==> config.mk <==
export PLATFORM = sky130hd
export DESIGN_NAME = pp_skid_stage
export DESIGN_NICKNAME = d
export VERILOG_FILES = /design/src/rtl/pp_stage_pkg.sv /design/src/rtl/pp_skid_reg.sv /design/src/rtl/pp_skid_stage.sv
export SDC_FILE = /design/constraint.sdc
export NUM_CORES = 1
export LEC_CHECK = 0
export ABC_AREA = 1
export ABC_CLOCK_PERIOD_IN_PS = 3520
export BUFFER_PORTS_ARGS = -buffer_cell sky130_fd_sc_hd__buf_2
export CAP_MARGIN = 10
export CELL_PAD_IN_SITES_DETAIL_PLACEMENT = 2
export CELL_PAD_IN_SITES_GLOBAL_PLACEMENT = 2
export CORE_MARGIN = 5
export CORE_UTILIZATION = 33
export DETAILED_ROUTE_END_ITERATION = 7
export PLACE_DENSITY = 0.95
export SLEW_MARGIN = 15
export SYNTH_ARGS = -nofsm -noshare
export SYNTH_HDL_FRONTEND = slang
export SYNTH_HIERARCHICAL = 1
export SYNTH_SLANG_ARGS = --single-unit
==> constraint.sdc <==
create_clock -name clk -period 3.52 [get_ports clk]
set_input_delay 0.704 -clock clk [delete_from_list [all_inputs] [get_ports clk]]
set_output_delay 0.704 -clock clk [all_outputs]
set_load 0.1 [all_outputs]
==> src/rtl/pp_stage_pkg.sv <==
// Shared types and defaults for the pp skid stage.
package pp_stage_pkg;

    typedef enum logic [1:0] {
        EMPTY = 2'd0,
        ONE   = 2'd1,
        FULL  = 2'd2
    } skid_state_e;

    localparam int DEFAULT_WIDTH       = 128;
    localparam int DEFAULT_STALL_CNT_W = 16;

endpackage

==> src/rtl/pp_skid_reg.sv <==
// WIDTH-bit data register with load enable and asynchronous active-low clear.
module pp_skid_reg #(
    parameter int WIDTH = 128
) (
    input  logic             clk,
    input  logic             rst_n,
    input  logic             load,
    input  logic [WIDTH-1:0] d,
    output logic [WIDTH-1:0] q
);

    logic [WIDTH-1:0] data_d;
    logic [WIDTH-1:0] data_q;

    always_comb begin
        data_d = data_q;
        if (load) begin
            data_d = d;
        end
    end

    always_ff @(posedge clk or negedge rst_n) begin
        if (!rst_n) begin
            data_q <= '0;
        end else begin
            data_q <= data_d;
        end
    end

    assign q = data_q;

endmodule

==> src/rtl/pp_skid_stage.sv <==
// Two-entry valid/ready skid stage (head + skid register) feeding the pass-through "in" bus.
// Define PP_SKID_STATS_EN to build the saturating stall counter; otherwise stall_cnt is 0.
module pp_skid_stage
    import pp_stage_pkg::*;
#(
    parameter int WIDTH       = DEFAULT_WIDTH,
    parameter int STALL_CNT_W = DEFAULT_STALL_CNT_W
) (
    input  logic                   clk,
    input  logic                   rst_n,
    input  logic                   in_valid,
    output logic                   in_ready,
    input  logic [WIDTH-1:0]       in_data,
    output logic                   out_valid,
    input  logic                   out_ready,
    output logic [WIDTH-1:0]       out_data,
    output logic [STALL_CNT_W-1:0] stall_cnt
);

    skid_state_e      state_d;
    skid_state_e      state_q;
    logic             push;
    logic             pop;
    logic             head_load;
    logic             skid_load;
    logic [WIDTH-1:0] head_in;
    logic [WIDTH-1:0] head_q;
    logic [WIDTH-1:0] skid_q;

    // in_ready decodes registered state only, so there is no out_ready -> in_ready path.
    assign in_ready  = (state_q != FULL) & rst_n;
    assign out_valid = (state_q != EMPTY);
    assign out_data  = head_q;
    assign push      = in_valid & in_ready;
    assign pop       = out_valid & out_ready;

    // The head refills from the skid entry when draining FULL, else from the input.
    assign head_in = (state_q == FULL) ? skid_q : in_data;

    always_comb begin
        state_d   = state_q;
        head_load = 1'b0;
        skid_load = 1'b0;
        case (state_q)
            EMPTY: begin
                if (push) begin
                    state_d   = ONE;
                    head_load = 1'b1;
                end
            end
            ONE: begin
                if (push && pop) begin
                    head_load = 1'b1;
                end else if (push) begin
                    state_d   = FULL;
                    skid_load = 1'b1;
                end else if (pop) begin
                    state_d   = EMPTY;
                end
            end
            FULL: begin
                if (pop) begin
                    state_d   = ONE;
                    head_load = 1'b1;
                end
            end
            default: begin
                state_d = EMPTY;
            end
        endcase
    end

    always_ff @(posedge clk or negedge rst_n) begin
        if (!rst_n) begin
            state_q <= EMPTY;
        end else begin
            state_q <= state_d;
        end
    end

    pp_skid_reg #(.WIDTH(WIDTH)) u_head (
        .clk   (clk),
        .rst_n (rst_n),
        .load  (head_load),
        .d     (head_in),
        .q     (head_q)
    );

    pp_skid_reg #(.WIDTH(WIDTH)) u_skid (
        .clk   (clk),
        .rst_n (rst_n),
        .load  (skid_load),
        .d     (in_data),
        .q     (skid_q)
    );

`ifdef PP_SKID_STATS_EN
    logic [STALL_CNT_W-1:0] stall_cnt_d;
    logic [STALL_CNT_W-1:0] stall_cnt_q;

    // Saturates at all-ones; only reset clears it.
    always_comb begin
        stall_cnt_d = stall_cnt_q;
        if (out_valid && !out_ready && !(&stall_cnt_q)) begin
            stall_cnt_d = stall_cnt_q + STALL_CNT_W'(1);
        end
    end

    always_ff @(posedge clk or negedge rst_n) begin
        if (!rst_n) begin
            stall_cnt_q <= '0;
        end else begin
            stall_cnt_q <= stall_cnt_d;
        end
    end

    assign stall_cnt = stall_cnt_q;
`else
    assign stall_cnt = '0;
`endif

endmodule
==> qor.yml <==
status:
  outcome: "finished clean"
sta:
  setup_tns_ns: 0
  rsz0062_at_grt: "false"
  hold_ws_ns: 0.285
  period_needed_ns: 2.66
  setup_violations: 0
  fin_skew_ns: 0.0207
  fin_crit_sh: 0.756
  timing.final.ws_setup_ns: 0.860
  max_slew_margin: 0.281
  slew_violations: 0
  fmax_mhz: 376
  worst_slew_pin_slew_ns: 1.08
  hold_violations: 0
routing:
  num_vias: 10800
  wl_per_cell_um: 19.1
  drt_first_pass_iters: 6
  finalWirelength_um: 42800
  ant_nets: 0
  drc: 0
  first_iter_violations: 454
  avgViaCountPerCell: 4.79
pwr:
  clkPwrFrac: 0.243
  p_sw_frac: 0.492
  power_frac_seq: 0.352
  max-vdd-ir-drop_v: 0.000666
  p_int_mw: 6.55
  p_per_area_nw_per_um2: 920
  p_sw_mw: 6.34
  power_leakage_nw: 8.26
  p_comb_frac: 0.405
worst_setup_path:
  cp.required_ns: 2.82
  r2r_end: "u_head/q[33]"
  reg2reg_slack_ns: 0.87
  critPathLaunch: "state_q[0]"
  critical-path-top-delay-family: "buffers and inverters"
  path_cells: "inv_1, nand2_4, inv_4, nor2_1, buf_2"
  crit_slowest_cell: "dfrtp_1"
  crit_type: "flop to primary output"
  cp-end-kind: "primary output"
  crit_cells: 5
  critical_path.max_fanout: 41
  rr_worst_depth: 8
  worstSetupEndpoint: "in_ready"
  path_buf_inv: 3
  critPathArrivalTime_ns: 1.96
  start_kind: "flop"
  cpPeakStageDelay_ns: 0.41
  reg2reg_from: "state_q[0]"
flow_run:
  maxCapViolCount: 0
grt:
  grt_use_total: 0.213
  top_usage_layer: "met2"
  grt_util_met2: 0.399
  grt_max_degree: 129
  grt_pass1_wl_um: 68200
  grt_pass1_vias: 12500
  grt_use_met3: 0.0295
  met1_usage: 0.260
  antenna_found_initial: 4
  overflow: 0
synthesis:
  synth.avg_cell_area_sq_um: 7.67
  netlist_instances: 1535
  netlist.area_leader.share: 0.548
  synth_most_common_cell: "nand2_1"
  synth_seq_cells: 258
  synth-async-reset-ratio: 1.00
  synth_area_sq_um: 11800
  synthTopCellsByArea: "dfrtp_1 55%, nand2_1 37%, buf_6 5.2%"
  synth_edf_count: 0
  synth_cell_types: 15
  ys.flop_type: "dfrtp_1"
  ys_warn_count: 6
  synthTopCellsByCount: "1157 x nand2_1, 258 x dfrtp_1, 54 x buf_6, 23 x buf_4, 21 x buf_2"
  ys_seq_area_frac: 0.548
  yosysTopAreaCell: "dfrtp_1"
clock_tree:
  ctsHoldBuffers: 0
  cts_buffer_depth: 3
  clock-sinks: 258
  cts_tree: "built"
  path_clk_slew_ns: 0.06
  postCtsSetupRepairBufs: 0
  cts_resized: 0
  h-tree-depth: 1
  clock_latency_ns: 0.56
  cts_root_buf: "clkbuf_16"
  cts_buffers: 30
placement:
  dp.final_hpwl_um: 26400
  dp_worst_setup_slack_ns: 0.840
  dpl_cell_area_sq_um: 13000
  gp_congestion: 0.762
  port-buffer-count: 261
die:
  ios: 278
  core-area_sq_um: 35400
  die_area_sq_um: 39600
  rows: 69
  die_w_um: 199
  start_util: 0.333
  die_y_um: 199
worst_hold_path:
  hp-class: "primary input to asynchronous set/reset pin"
final_layout:
  finish.instance_area_sq_um: 14000
  fillers: 4143
  nNetsFinal: 1889
  seq_area_sq_um: 6460
  areaGrowthSynthToFinish_pct: 19.0
  drive_gt1_frac: 0.186
  multi_input_area_sq_um: 4460
worst min path at each step:
| stage | endpoint | slack (ns) | cells after the start | from |
|---|---|---|---|---|
| final | u_skid/q[15] | 0.29 | 2 | rst_n |
| after global routing | u_head/q[16] | 0.34 | 2 | rst_n |
| after CTS | u_skid/q[16] | 0.30 | 2 | rst_n |
| after detailed placement | u_head/q[117] | 0.45 | 2 | u_head/q[117] |
| after global placement | u_head/q[94] | 0.45 | 2 | u_head/q[94] |
| after floorplan | state_q[0] | 0.41 | 0 | rst_n |
power groups by stage:
stage | registers [mW] | logic, mW | clock network (mW)
floorplan | 7.44 | 1.19 | 0
global placement | 4.48 | 5.04 | 0
detailed placement | 4.56 | 5.21 | 0
CTS | 4.55 | 5.28 | 3.24
global route | 4.64 | 5.50 | 3.38
finish | 4.54 | 5.22 | 3.14
per-stage QoR:
| stage | total power [mW] | instances | utilization |
|---|---|---|---|
| 5_1_grt | 13.5 | 2243 | 0.396 |
| 3_5_place_dp | 9.77 | 2186 | 0.368 |
| 4_1_cts | 13.1 | 2242 | 0.396 |
| 2_1_floorplan | 8.63 | 1550 | - |
| 6_report | 12.9 | 2245 | 0.396 |
| 3_3_place_gp | 9.52 | 2186 | 0.368 |
layout by cell type (no fill, tap or decap), drive strengths merged:
| cell | Yosys | layout |
|---|---|---|
| nand2 | 1158 | 1158 |
| buf | 98 | 275 |
| dfrtp | 258 | 258 |
| clkbuf | 2 | 44 |
| conb | 1 | 16 |
| inv | 9 | 9 |
| clkinv | 0 | 7 |
| nor2 | 5 | 5 |
| clkinvlp | 0 | 4 |
| diode | 0 | 3 |
| nand3 | 1 | 1 |
| nand4 | 1 | 1 |
| nor3 | 1 | 1 |
| a21oi | 1 | 1 |
| bufinv | 0 | 1 |
metal layers:
metal | up-vias | wire length, um
met5 | - | 34
met3 | 54 | 1850
met4 | 6 | 698
met1 | 5492 | 17400
met2 | 227 | 22800
li1 | 4980 | -
cells by family (layout without fill, tap and decap cells):
group	after synthesis	in the layout	share of synthesized area
simple gates	1166	1166	0.372
compound gates	1	1	0.000425
other cells	1	19	0.000318
flops	258	258	0.548
buf+inv	109	340	0.0787
flip-flops by register name, indices dropped and copies added, names as in the netlist:
signal and flops:
u_skid/q 128, state_q 2, u_head/q 128
cell type report:
class	instances	area share
tap	461	0.0411
inverter	9	0.00312
timing repair buffer	275	0.105
multi-input combinational	1183	0.318
antenna	3	0.000536
clock buffer	44	0.0645
sequential	258	0.461
clock inverter	12	0.00678
(Power assumes the default switching activity.)
